==> src/rtl/id_stage_pipe_if.sv <==
`default_nettype none
// ============================================================================
// Module : id_stage_pipe_if
// Brief  : Handshake/data bundle between if_id, the decode stage and ex.
// Rev    : 1.0  initial release
// ============================================================================
interface id_stage_pipe_if #(
    parameter int XLEN    = 32,
    parameter int RADDR_W = 5,
    parameter int CNT_W   = 32
);
    // upstream side
    logic                in_valid_i;
    logic                in_ready_o;
    logic [31:0]         inst_i;
    logic [XLEN-1:0]     inst_addr_i;
    // register file read port
    logic [RADDR_W-1:0]  rs1_addr_o;
    logic [RADDR_W-1:0]  rs2_addr_o;
    logic [XLEN-1:0]     rs1_data_i;
    logic [XLEN-1:0]     rs2_data_i;
    // control
    logic                flush_i;
    // downstream side
    logic                out_valid_o;
    logic                out_ready_i;
    logic [31:0]         inst_o;
    logic [XLEN-1:0]     inst_addr_o;
    logic [XLEN-1:0]     op1_o;
    logic [XLEN-1:0]     op2_o;
    logic [RADDR_W-1:0]  rd_addr_o;
    logic                reg_wen_o;
    logic [3:0]          alu_op_o;
    logic                illegal_o;
    logic [CNT_W-1:0]    dec_cnt_o;

    modport slave (
        input  in_valid_i, inst_i, inst_addr_i, rs1_data_i, rs2_data_i,
               flush_i, out_ready_i,
        output in_ready_o, rs1_addr_o, rs2_addr_o, out_valid_o, inst_o,
               inst_addr_o, op1_o, op2_o, rd_addr_o, reg_wen_o, alu_op_o,
               illegal_o, dec_cnt_o
    );

    modport master (
        output in_valid_i, inst_i, inst_addr_i, rs1_data_i, rs2_data_i,
               flush_i, out_ready_i,
        input  in_ready_o, rs1_addr_o, rs2_addr_o, out_valid_o, inst_o,
               inst_addr_o, op1_o, op2_o, rd_addr_o, reg_wen_o, alu_op_o,
               illegal_o, dec_cnt_o
    );
endinterface
`default_nettype wire

==> src/rtl/id_stage_pipe.sv <==
`default_nettype none
// ============================================================================
// Module : id_stage_pipe
// Brief  : RV32I integer decode merged with the ID/EX register (OP-IMM, OP,
//          LUI, AUIPC), valid/ready back-pressure, flush and decode counter.
// Rev    : 1.0  initial release
// ============================================================================
module id_stage_pipe #(
    parameter int          XLEN     = 32,
    parameter int          RADDR_W  = 5,
    parameter logic [31:0] NOP_INST = 32'h0000_0013,
    parameter int          CNT_W    = 32
) (
    input  wire logic       clk,
    input  wire logic       rst,
    id_stage_pipe_if.slave  bus
);

    localparam logic [6:0] c_OPC_OP_IMM = 7'b0010011;
    localparam logic [6:0] c_OPC_OP     = 7'b0110011;
    localparam logic [6:0] c_OPC_LUI    = 7'b0110111;
    localparam logic [6:0] c_OPC_AUIPC  = 7'b0010111;
    localparam logic [6:0] c_F7_BASE    = 7'b0000000;
    localparam logic [6:0] c_F7_ALT     = 7'b0100000;

    localparam logic [3:0] c_ALU_ADD  = 4'd0;
    localparam logic [3:0] c_ALU_SUB  = 4'd1;
    localparam logic [3:0] c_ALU_SLL  = 4'd2;
    localparam logic [3:0] c_ALU_SLT  = 4'd3;
    localparam logic [3:0] c_ALU_SLTU = 4'd4;
    localparam logic [3:0] c_ALU_XOR  = 4'd5;
    localparam logic [3:0] c_ALU_SRL  = 4'd6;
    localparam logic [3:0] c_ALU_SRA  = 4'd7;
    localparam logic [3:0] c_ALU_OR   = 4'd8;
    localparam logic [3:0] c_ALU_AND  = 4'd9;

    // ------------------------------------------------------------------
    // Instruction fields
    // ------------------------------------------------------------------
    logic [6:0]          w_opcode;
    logic [2:0]          w_funct3;
    logic [6:0]          w_funct7;
    logic [RADDR_W-1:0]  w_rd_fld;
    logic [RADDR_W-1:0]  w_rs1_fld;
    logic [RADDR_W-1:0]  w_rs2_fld;
    logic [XLEN-1:0]     w_imm_i;
    logic [XLEN-1:0]     w_imm_u;
    logic [XLEN-1:0]     w_shamt;

    assign w_opcode  = bus.inst_i[6:0];
    assign w_funct3  = bus.inst_i[14:12];
    assign w_funct7  = bus.inst_i[31:25];
    assign w_rd_fld  = RADDR_W'(bus.inst_i[11:7]);
    assign w_rs1_fld = RADDR_W'(bus.inst_i[19:15]);
    assign w_rs2_fld = RADDR_W'(bus.inst_i[24:20]);
    assign w_imm_i   = XLEN'($signed(bus.inst_i[31:20]));
    assign w_imm_u   = XLEN'($signed({bus.inst_i[31:12], 12'b0}));
    assign w_shamt   = XLEN'(bus.inst_i[24:20]);

    // funct3 to ALU opcode for the base (funct7 = 0) register/immediate forms
    function automatic logic [3:0] f3_to_alu(input logic [2:0] f3);
        logic [3:0] alu;
        case (f3)
            3'b000:  alu = c_ALU_ADD;
            3'b001:  alu = c_ALU_SLL;
            3'b010:  alu = c_ALU_SLT;
            3'b011:  alu = c_ALU_SLTU;
            3'b100:  alu = c_ALU_XOR;
            3'b101:  alu = c_ALU_SRL;
            3'b110:  alu = c_ALU_OR;
            default: alu = c_ALU_AND;
        endcase
        return alu;
    endfunction

    // ------------------------------------------------------------------
    // Combinational decode
    // ------------------------------------------------------------------
    logic                w_legal;
    logic                w_use_rs1;
    logic                w_use_rs2;
    logic [XLEN-1:0]     w_raw_op1;
    logic [XLEN-1:0]     w_raw_op2;
    logic [3:0]          w_raw_alu;

    always_comb begin
        w_legal   = 1'b0;
        w_use_rs1 = 1'b0;
        w_use_rs2 = 1'b0;
        w_raw_op1 = '0;
        w_raw_op2 = '0;
        w_raw_alu = c_ALU_ADD;
        case (w_opcode)
            c_OPC_OP_IMM: begin
                w_use_rs1 = 1'b1;
                w_raw_op1 = bus.rs1_data_i;
                case (w_funct3)
                    3'b001: begin
                        w_legal   = (w_funct7 == c_F7_BASE);
                        w_raw_alu = c_ALU_SLL;
                        w_raw_op2 = w_shamt;
                    end
                    3'b101: begin
                        w_legal   = (w_funct7 == c_F7_BASE) || (w_funct7 == c_F7_ALT);
                        w_raw_alu = (w_funct7 == c_F7_ALT) ? c_ALU_SRA : c_ALU_SRL;
                        w_raw_op2 = w_shamt;
                    end
                    default: begin
                        w_legal   = 1'b1;
                        w_raw_alu = f3_to_alu(w_funct3);
                        w_raw_op2 = w_imm_i;
                    end
                endcase
            end
            c_OPC_OP: begin
                w_use_rs1 = 1'b1;
                w_use_rs2 = 1'b1;
                w_raw_op1 = bus.rs1_data_i;
                w_raw_op2 = bus.rs2_data_i;
                if (w_funct7 == c_F7_BASE) begin
                    w_legal   = 1'b1;
                    w_raw_alu = f3_to_alu(w_funct3);
                end else if (w_funct7 == c_F7_ALT && w_funct3 == 3'b000) begin
                    w_legal   = 1'b1;
                    w_raw_alu = c_ALU_SUB;
                end else if (w_funct7 == c_F7_ALT && w_funct3 == 3'b101) begin
                    w_legal   = 1'b1;
                    w_raw_alu = c_ALU_SRA;
                end
            end
            c_OPC_LUI: begin
                w_legal   = 1'b1;
                w_raw_op2 = w_imm_u;
            end
            c_OPC_AUIPC: begin
                w_legal   = 1'b1;
                w_raw_op1 = bus.inst_addr_i;
                w_raw_op2 = w_imm_u;
            end
            default: ;
        endcase
    end

    // Illegal encodings carry nothing that could reach the register file
    logic [XLEN-1:0]     w_dec_op1;
    logic [XLEN-1:0]     w_dec_op2;
    logic [3:0]          w_dec_alu;
    logic [RADDR_W-1:0]  w_dec_rd;
    logic                w_dec_wen;

    assign w_dec_op1 = w_legal ? w_raw_op1 : '0;
    assign w_dec_op2 = w_legal ? w_raw_op2 : '0;
    assign w_dec_alu = w_legal ? w_raw_alu : c_ALU_ADD;
    assign w_dec_rd  = w_legal ? w_rd_fld  : '0;
    assign w_dec_wen = w_legal && (w_rd_fld != '0);

    assign bus.rs1_addr_o = w_use_rs1 ? w_rs1_fld : '0;
    assign bus.rs2_addr_o = w_use_rs2 ? w_rs2_fld : '0;

    // ------------------------------------------------------------------
    // ID/EX register
    // ------------------------------------------------------------------
    logic                out_valid_q, out_valid_d;
    logic [31:0]         inst_q,      inst_d;
    logic [XLEN-1:0]     inst_addr_q, inst_addr_d;
    logic [XLEN-1:0]     op1_q,       op1_d;
    logic [XLEN-1:0]     op2_q,       op2_d;
    logic [RADDR_W-1:0]  rd_q,        rd_d;
    logic                reg_wen_q,   reg_wen_d;
    logic [3:0]          alu_op_q,    alu_op_d;
    logic                illegal_q,   illegal_d;
    logic [CNT_W-1:0]    dec_cnt_q,   dec_cnt_d;

    logic w_in_ready;
    logic w_accept;

    assign w_in_ready = !bus.flush_i && (!out_valid_q || bus.out_ready_i);
    assign w_accept   = bus.in_valid_i && w_in_ready;

    always_comb begin
        out_valid_d = out_valid_q;
        inst_d      = inst_q;
        inst_addr_d = inst_addr_q;
        op1_d       = op1_q;
        op2_d       = op2_q;
        rd_d        = rd_q;
        reg_wen_d   = reg_wen_q;
        alu_op_d    = alu_op_q;
        illegal_d   = illegal_q;
        dec_cnt_d   = dec_cnt_q;
        if (bus.flush_i) begin
            out_valid_d = 1'b0;
            inst_d      = NOP_INST;
            reg_wen_d   = 1'b0;
        end else if (w_accept) begin
            out_valid_d = 1'b1;
            inst_d      = bus.inst_i;
            inst_addr_d = bus.inst_addr_i;
            op1_d       = w_dec_op1;
            op2_d       = w_dec_op2;
            rd_d        = w_dec_rd;
            reg_wen_d   = w_dec_wen;
            alu_op_d    = w_dec_alu;
            illegal_d   = !w_legal;
            dec_cnt_d   = dec_cnt_q + CNT_W'(1);
        end else if (bus.out_ready_i) begin
            out_valid_d = 1'b0;
        end
    end

    always_ff @(posedge clk) begin
        if (rst) begin
            out_valid_q <= 1'b0;
            inst_q      <= NOP_INST;
            inst_addr_q <= '0;
            op1_q       <= '0;
            op2_q       <= '0;
            rd_q        <= '0;
            reg_wen_q   <= 1'b0;
            alu_op_q    <= c_ALU_ADD;
            illegal_q   <= 1'b0;
            dec_cnt_q   <= '0;
        end else begin
            out_valid_q <= out_valid_d;
            inst_q      <= inst_d;
            inst_addr_q <= inst_addr_d;
            op1_q       <= op1_d;
            op2_q       <= op2_d;
            rd_q        <= rd_d;
            reg_wen_q   <= reg_wen_d;
            alu_op_q    <= alu_op_d;
            illegal_q   <= illegal_d;
            dec_cnt_q   <= dec_cnt_d;
        end
    end

    assign bus.in_ready_o  = w_in_ready;
    assign bus.out_valid_o = out_valid_q;
    assign bus.inst_o      = inst_q;
    assign bus.inst_addr_o = inst_addr_q;
    assign bus.op1_o       = op1_q;
    assign bus.op2_o       = op2_q;
    assign bus.rd_addr_o   = rd_q;
    assign bus.reg_wen_o   = reg_wen_q;
    assign bus.alu_op_o    = alu_op_q;
    assign bus.illegal_o   = illegal_q;
    assign bus.dec_cnt_o   = dec_cnt_q;

endmodule
`default_nettype wire

==> src/flat_wrapper.sv <==
// flat-port wrapper written by rule: the top's interface ports become plain ports
module id_stage_pipe_flat 
#(
    parameter int          XLEN     = 32,
    parameter int          RADDR_W  = 5,
    parameter logic [31:0] NOP_INST = 32'h0000_0013,
    parameter int          CNT_W    = 32
)
  (clk, rst, bus_in_valid_i, bus_inst_i, bus_inst_addr_i, bus_rs1_data_i, bus_rs2_data_i, bus_flush_i, bus_out_ready_i, bus_in_ready_o, bus_rs1_addr_o, bus_rs2_addr_o, bus_out_valid_o, bus_inst_o, bus_inst_addr_o, bus_op1_o, bus_op2_o, bus_rd_addr_o, bus_reg_wen_o, bus_alu_op_o, bus_illegal_o, bus_dec_cnt_o);
  id_stage_pipe_if #(.XLEN(XLEN), .RADDR_W(RADDR_W), .CNT_W(CNT_W)) bus_i ();
  input  wire logic clk;
  input  wire logic rst;
  input wire logic [$bits(bus_i.in_valid_i)-1:0] bus_in_valid_i;
  input wire logic [$bits(bus_i.inst_i)-1:0] bus_inst_i;
  input wire logic [$bits(bus_i.inst_addr_i)-1:0] bus_inst_addr_i;
  input wire logic [$bits(bus_i.rs1_data_i)-1:0] bus_rs1_data_i;
  input wire logic [$bits(bus_i.rs2_data_i)-1:0] bus_rs2_data_i;
  input wire logic [$bits(bus_i.flush_i)-1:0] bus_flush_i;
  input wire logic [$bits(bus_i.out_ready_i)-1:0] bus_out_ready_i;
  output wire logic [$bits(bus_i.in_ready_o)-1:0] bus_in_ready_o;
  output wire logic [$bits(bus_i.rs1_addr_o)-1:0] bus_rs1_addr_o;
  output wire logic [$bits(bus_i.rs2_addr_o)-1:0] bus_rs2_addr_o;
  output wire logic [$bits(bus_i.out_valid_o)-1:0] bus_out_valid_o;
  output wire logic [$bits(bus_i.inst_o)-1:0] bus_inst_o;
  output wire logic [$bits(bus_i.inst_addr_o)-1:0] bus_inst_addr_o;
  output wire logic [$bits(bus_i.op1_o)-1:0] bus_op1_o;
  output wire logic [$bits(bus_i.op2_o)-1:0] bus_op2_o;
  output wire logic [$bits(bus_i.rd_addr_o)-1:0] bus_rd_addr_o;
  output wire logic [$bits(bus_i.reg_wen_o)-1:0] bus_reg_wen_o;
  output wire logic [$bits(bus_i.alu_op_o)-1:0] bus_alu_op_o;
  output wire logic [$bits(bus_i.illegal_o)-1:0] bus_illegal_o;
  output wire logic [$bits(bus_i.dec_cnt_o)-1:0] bus_dec_cnt_o;
  assign bus_i.in_valid_i = bus_in_valid_i;
  assign bus_i.inst_i = bus_inst_i;
  assign bus_i.inst_addr_i = bus_inst_addr_i;
  assign bus_i.rs1_data_i = bus_rs1_data_i;
  assign bus_i.rs2_data_i = bus_rs2_data_i;
  assign bus_i.flush_i = bus_flush_i;
  assign bus_i.out_ready_i = bus_out_ready_i;
  assign bus_in_ready_o = bus_i.in_ready_o;
  assign bus_rs1_addr_o = bus_i.rs1_addr_o;
  assign bus_rs2_addr_o = bus_i.rs2_addr_o;
  assign bus_out_valid_o = bus_i.out_valid_o;
  assign bus_inst_o = bus_i.inst_o;
  assign bus_inst_addr_o = bus_i.inst_addr_o;
  assign bus_op1_o = bus_i.op1_o;
  assign bus_op2_o = bus_i.op2_o;
  assign bus_rd_addr_o = bus_i.rd_addr_o;
  assign bus_reg_wen_o = bus_i.reg_wen_o;
  assign bus_alu_op_o = bus_i.alu_op_o;
  assign bus_illegal_o = bus_i.illegal_o;
  assign bus_dec_cnt_o = bus_i.dec_cnt_o;
  id_stage_pipe #(.XLEN(XLEN), .RADDR_W(RADDR_W), .NOP_INST(NOP_INST), .CNT_W(CNT_W)) u_core (.clk(clk), .rst(rst), .bus(bus_i));
endmodule
==> config.mk <==
export PLATFORM = sky130hd
export DESIGN_NAME = id_stage_pipe_flat
export DESIGN_NICKNAME = d
export VERILOG_FILES = /design/src/rtl/id_stage_pipe_if.sv /design/src/rtl/id_stage_pipe.sv /design/src/flat_wrapper.sv
export SDC_FILE = /design/constraint.sdc
export NUM_CORES = 1
export LEC_CHECK = 0
export CORE_AREA = 2 2 135 150
export DETAILED_ROUTE_END_ITERATION = 6
export DIE_AREA = 0 0 137 152
export PLACE_DENSITY = 0.76
export RECOVER_POWER = 100
export REMOVE_ABC_BUFFERS = 1
export SLEW_MARGIN = 10
export SYNTH_ARGS = -nofsm -noshare
export SYNTH_HDL_FRONTEND = slang
export SYNTH_SLANG_ARGS = --single-unit
==> constraint.sdc <==
create_clock -name clk -period 1.8 [get_ports clk]
set_input_delay 0.36 -clock clk [delete_from_list [all_inputs] [get_ports clk]]
set_output_delay 0.36 -clock clk [all_outputs]
set_load 0.05 [all_outputs]
==> key figures, run 1 <==
Outcome
  – Outcome: finished, final reports clean

Setup path
  – Setup Crit Path Kind: in2out
  – Worst path buffer plus inverter count: 3
  – Worst Path Arrival: 1.40 ns
  – Largest delay share family, worst path: simple AND/OR/NAND/NOR gates
  – Startpoint type of the worst setup path: input pin
  – Crit path largest cell delay: 0.27 ns
  – Crit-path max FO: 6
  – Worst path required time: 1.44 ns
  – Setup crit end kind: output port
  – CP max stage cell: nand4b_1
  – CP Cell Sequence: buf_6 > nand4b_1 > nor3_1 > buf_4 > and2_4 > buf_12

Yosys
  – Post-synthesis cell area: 7370 sq um
  – Ys async rst share: 0%
  – Post-synth top area share: 46.7%
  – Ys flop type: dfxtp_1
  – Synth unique cells: 48
  – Syn_area_per_cell: 8.30 sq um
  – Cells taking the most area after synthesis: dfxtp_1 (47%), nand2_1 (8.8%), a21oi_1 (6.1%), nor2_1 (4.8%), a32oi_1 (4.4%)
  – Synth area leader: dfxtp_1
  – Yosys warns: 0
  – Sequential area share after synthesis: 46.7%
  – Cells after synthesis: 888
  – Synthesized flop and latch total: 172
  – Post-synth EDFFs: 0

Flow run
  – Maximum Capacitance Violations: 0

Clock tree
  – Clock latency on the worst-skew pair: 0.43 ns
  – CTS Sinks: 172
  – Hold bufs inserted after CTS: 0
  – Clock root buffer: clkbuf_16
  – TritonCTS buffer count: 17
  – H-tree level count: 4
  – TritonCTS clock tree: done
  – Clock slew at reported path FFs: 0.07 ns
  – CTS max path bufs: 2

Drt
  – Via count: 8,277
  – Met3 wire length: 1810 microns
  – # DRC: 0
  – DR pass1 iterations: 5
  – Total routed wirelength: 27,500 microns
  – Metal-1 WL: 11,100 microns
  – Highest metal used: met4
  – Initial DRC count: 681
  – WL/cell: 17.9 microns
  – Met2 WL: 13,700 microns
  – Post-route ant nets: 0
  – Vias per Instance: 5.39

Power and ir drop
  – Cell leakage power: 4.53 nW
  – Power density of the placed cells: 775 nW/um^2
  – VDD IR max: 0.646 mV

GRT
  – Largest net degree at the start of global routing: 78
  – First-pass GRT wire length: 42,300 microns
  – GR Util All Layers: 25.7%
  – Number of global-route vias before repair: 7,930
  – Initial antenna violation count: 0
  – GRT overflow: 0

Floorplanning
  – I/O pins: 316
  – Core Area: 19,500 sq um
  – Chip Width: 137 microns
  – Die area: 20,800 sq um
  – Die extent in y: 152 microns
  – Starting Density: 37.9%
  – Std cell rows: 54

STA
  – Hold Slack: 0.154 ns
  – Clk_skew: 0.00831 ns
  – Worst Max-Slew Pin Slew: 0.661 ns
  – Final Cycle Share: 97.8%
  – Slew Limit Fails: 0
  – Slew margin rel.: 56.1%
  – RSZ-0062 raised after global routing: yes
  – FMAX: 568 MHz
  – Tmin final: 1.76 ns
  – Final hold violations: 0
  – # setup viols final: 0

Placed design
  – Final HPWL DP: 19,300 microns
  – Gpl congestion: 0.901
  – I/O Buffers: 315

Layout
  – Synthesis-to-finish area growth: 56.1%
  – Layout cell share with drive strength beyond 1: 23.3%
  – Antenna Diode Count: 0
  – Nets@finish: 1,404
  – Fin util: 59.1%
  – # fillers: 1,826
  – Commonest cells after routing, fill and taps aside: nand2_1 (172), dfxtp_1 (172), clkdlybuf4s50_1 (113), buf_4 (103), nor2_1 (89)

Worst hold path
  – Hold crit path type: in2reg
==> worst register-to-register path: stages (launching register included) <==
cell and delay (ns):
dfxtp_1 0.41, nand2_1 0.13, nor4_4 0.14, buf_4 0.20, nand4_1 0.13, buf_4 0.18, or3_1 0.33, a21oi_2 0.14
==> sequential cells by signal (all words and copies together), names as in the netlist <==
register                count
u_core.bus.inst_o          32
u_core.bus.illegal_o        1
u_core.bus.op2_o           32
u_core.bus.reg_wen_o        1
u_core.bus.op1_o           32
u_core.bus.out_valid_o      1
u_core.bus.alu_op_o         4
u_core.bus.rd_addr_o        5
u_core.bus.inst_addr_o     32
u_core.bus.dec_cnt_o       32
==> through the flow <==
stage                     TNS [ns]  cells  setup WS (ns)  total power [W]  instance area (sq um)
final                            0   1535         0.0390          0.00891                  11500
after global routing       -0.0692   1535        -0.0469          0.00919                  11500
after CTS                        0   1527       0.000272          0.00901                  12000
after detailed placement    -65.52   1482         -0.593          0.00534                  11200
after global placement      -61.83   1482         -0.556          0.00532                  11200
after floorplan            -467.54    812          -3.77          0.00454                   7040
==> routing by layer <==
| layer | vias to the layer above | track usage (%) |
|---|---|---|
| met5 | - | 0 |
| met1 | 3957 | 32.0 |
| met3 | 64 | 5.67 |
| met4 | 0 | 9.72 |
| li1 | 3933 | - |
| met2 | 323 | 43.0 |
==> timing repair <==
item / in CTS / in global routing
resized for setup: 52 / 24
endpoints found under the setup margin: 91 / 83
endpoints found under the hold margin: 0 / 0
setup buffers: 12 / 9
cloned: 2 / 0
pin swaps: 14 / 11
==> area by class of cell <==
cell class	count	area [sq um]	area share [%]
multi-input cells	631	3730	32.5
flip-flops and latches	172	3440	29.9
repair buffers	439	3400	29.6
clock buffers	18	439	3.82
well taps	252	315	2.74
clock inverters	14	136	1.19
inverters	9	33.8	0.294
==> synth_stat cells (5+ instances only) <==
cell	count
or4_1	6
and4_1	6
dfxtp_1	172
a32oi_1	37
clkbuf_1	54
or3_1	10
o2111ai_1	5
o21ai_0	18
buf_2	11
a221o_1	17
a22o_1	31
nand4_1	11
and2_1	6
buf_1	7
a21oi_1	90
inv_1	9
o21ai_1	5
xor2_1	15
mux2i_1	5
o31ai_1	5
and3_1	10
a22oi_1	25
nand2_1	173
nor2_1	94
xnor2_1	5
nand3_1	20
==> cell families after synthesis <==
family | count (synthesis) | synth area share, %
AND/OR/NAND/NOR | 360 | 22.0
flip-flops | 172 | 46.7
adder cells (fa/ha/maj) | 1 | 0.170
XOR/XNOR | 20 | 2.38
AO/OA/AOI/OAI | 245 | 23.1
multiplexers | 5 | 0.679
buffers and inverters | 85 | 4.93
==> final timing paths <==
check / start / endpoint / cells after the start / slack (ns)
hold reg to reg: u_core.bus.alu_op_o[1] / u_core.bus.alu_op_o[1] / 2 / 0.45
setup reg to reg: u_core.bus.dec_cnt_o[2] / u_core.bus.dec_cnt_o[21] / 7 / 0.09
hold / removal: bus_inst_i[1] / u_core.bus.inst_o[1] / 3 / 0.15
setup / recovery: bus_inst_i[3] / bus_rs1_addr_o[0] / 6 / 0.04
==> power breakdown <==
group          leakage [nW]  internal, W  switching [W]
logic                  2.87     0.000597       0.000769
registers              1.39      0.00386      0.0000313
clock network         0.273      0.00197        0.00168
total                  4.53      0.00643        0.00248
No activity file was read; power rests on OpenSTA's default activity.
==> run 2, diff against run 1 <==
Settings changed: HOLD_SLACK_MARGIN from default to 0.15.
==> run 2 against run 1 <==
Largest cell class unchanged. Sequential power is essentially flat. Critical endpoint is now u_core.bus.op2_o[3]. First-iteration DRC count grew 2.8%. Highest routed layer unchanged. Combinational power is essentially flat. Clock power is essentially flat. Die area is the same. Critical path type is now in2reg. Critical path depth grew 3.
==> key figures, run 2 (synthesis gave the netlist of run 1 again) <==
Flow run
  – Maximum Capacitance Violations: 0

Setup path
  – Worst path buffer plus inverter count: 4
  – Worst path required time: 2.16 ns
  – Crit path largest cell delay: 0.27 ns
  – Setup Crit Path Kind: in2reg
  – Startpoint type of the worst setup path: input pin
  – Setup crit end kind: flop
  – CP Cell Sequence: dlygate4sd2_1 > buf_4 > xor2_2 > o211a_1 > o31ai_4 > buf_6 > buf_12 > nand3_2 > o21ai_1
  – CP max stage cell: o211a_1
  – Largest delay share family, worst path: buffers and inverters
  – Worst Path Arrival: 2.11 ns
  – Crit-path max FO: 10

STA
  – Slew Limit Fails: 0
  – Worst Max-Slew Pin Slew: 0.661 ns
  – RSZ-0062 raised after global routing: yes
  – # setup viols final: 0
  – Clk_skew: 0.00705 ns
  – Final Cycle Share: 97.7%
  – Final hold violations: 0
  – Slew margin rel.: 56.1%
  – FMAX: 569 MHz
  – Tmin final: 1.76 ns

GRT
  – Top Usage Layer GRT: met2
  – Largest net degree at the start of global routing: 78
  – Number of global-route vias before repair: 7,932
  – Initial antenna violation count: 0
  – Met3 usage: 5.67%
  – First-pass GRT wire length: 42,400 microns
  – Met2 GRT Util: 43.1%
  – Met1 Usage GRT: 32.0%
  – GR Util All Layers: 25.7%
  – GRT overflow: 0

Drt
  – Initial DRC count: 700
  – Post-route ant nets: 0
  – Vias per Instance: 5.38
  – DR pass1 iterations: 5
  – Via count: 8,265
  – # DRC: 0
  – Total routed wirelength: 27,500 microns
  – WL/cell: 17.9 microns

Layout
  – Layout cell share with drive strength beyond 1: 23.3%
  – Nets@finish: 1,405
  – Commonest cells after routing, fill and taps aside: nand2_1 (172), dfxtp_1 (172), clkdlybuf4s50_1 (113), buf_4 (103), nor2_1 (89)
  – # fillers: 1,827
  – Synthesis-to-finish area growth: 56.2%
  – Storage element area: 3440 sq um
  – Final instance area: 11,500 sq um
  – Antenna Diode Count: 0
  – Final Instance Count excl. Fillers: 1,536
  – Multi-input logic area: 3730 sq um

Placed design
  – Placed cell areas: 11,200 sq um
  – Gpl congestion: 0.901
  – Final HPWL DP: 19,300 microns
  – I/O Buffers: 315
  – Inst Count DP: 1,482

Clock tree
  – H-tree level count: 4
  – CTS Sinks: 172
  – CTS max path bufs: 2
  – Clock latency on the worst-skew pair: 0.43 ns
  – TritonCTS buffer count: 17
  – TritonCTS clock tree: done
  – Clock slew at reported path FFs: 0.07 ns
  – Clock root buffer: clkbuf_16

Floorplanning
  – Chip Width: 137 microns
  – Die area: 20,800 sq um
  – Die extent in y: 152 microns
  – I/O pins: 316
  – Std cell rows: 54
  – Starting Density: 37.9%
  – Core Area: 19,500 sq um

Worst hold path
  – Hold crit path type: in2reg

Outcome
  – Outcome: finished, final reports clean

Power and ir drop
  – Cell leakage power: 4.54 nW
  – Power density of the placed cells: 774 nW/um^2
  – VDD IR max: 0.647 mV
[run 2: cell count changes in the layout (fill, tap and decap cells not counted)]
cell	delta
dlygate4sd3_1	+1
[run 2: through the flow]
step                      setup slack, ns  hold WS [ns]  total power [W]  TNS, ns  utilization [%]
after CTS                        0.000272         0.162          0.00901        0             61.5
after detailed placement           -0.593         0.447          0.00534   -65.52             57.4
after floorplan                     -3.77         0.429          0.00454  -467.54                -
after global routing              -0.0469         0.173          0.00919  -0.0692             59.1
after global placement             -0.556         0.438          0.00532   -61.83             57.4
final                              0.0414         0.157          0.00891        0             59.1
[run 2: routing by layer]
layer | vias up | part of all wire (%)
li1 | 3934 | -
met1 | 3949 | 41
met2 | 324 | 50
met3 | 58 | 6.5
met4 | 0 | 2.9
met5 | - | 0
[run 2: worst register-to-register path, cell delays in order (launching register included)]
cell and delay (ns):
dfxtp_1 0.41, nand2_1 0.13, nor4_4 0.14, buf_4 0.20
nand4_1 0.13, buf_4 0.18, or3_1 0.33, a21oi_2 0.14
[run 2: cell type report]
| cell class | instances | share of cell area [%] |
|---|---|---|
| clock buffers | 18 | 3.82 |
| clock inverters | 14 | 1.19 |
| inverters | 9 | 0.294 |
| multi-input cells | 631 | 32.4 |
| flip-flops and latches | 172 | 29.9 |
| well taps | 252 | 2.74 |
| repair buffers | 440 | 29.6 |
[run 2: final timing paths]
check | start | endpoint | slack (ns) | depth (start not counted)
min | bus_inst_i[0] | u_core.bus.inst_o[0] | 0.16 | 3
max reg2reg | u_core.bus.dec_cnt_o[2] | u_core.bus.dec_cnt_o[21] | 0.09 | 7
max | bus_inst_i[12] | u_core.bus.op2_o[3] | 0.04 | 9
min reg2reg | u_core.bus.alu_op_o[1] | u_core.bus.alu_op_o[1] | 0.45 | 2
[run 2: where the power goes]
part | switching [W] | internal (W) | leakage, nW | total (W)
Sequential | 0.0000312 | 0.00386 | 1.39 | 0.00389
Combinational | 0.000769 | 0.000599 | 2.87 | 0.00137
Clock | 0.00168 | 0.00197 | 0.273 | 0.00365
Total | 0.00248 | 0.00643 | 4.54 | 0.00891
[run 2: timing repair]
action / in CTS / in global routing
buffers inserted: 12 / 9
hold buffers: 1 / 0
setup endpoints to repair: 91 / 83
pin swaps: 14 / 11
resized for setup: 52 / 24
gates cloned: 2 / 0
endpoints found under the hold margin: 1 / 0
==> run 3, diff against run 2 <==
Settings changed: ABC_CLOCK_PERIOD_IN_PS from default to 1800, GPL_TIMING_DRIVEN from default to 1.
==> results of run 3 <==
Final layout, timing and power as in run 2 (identical DEF).
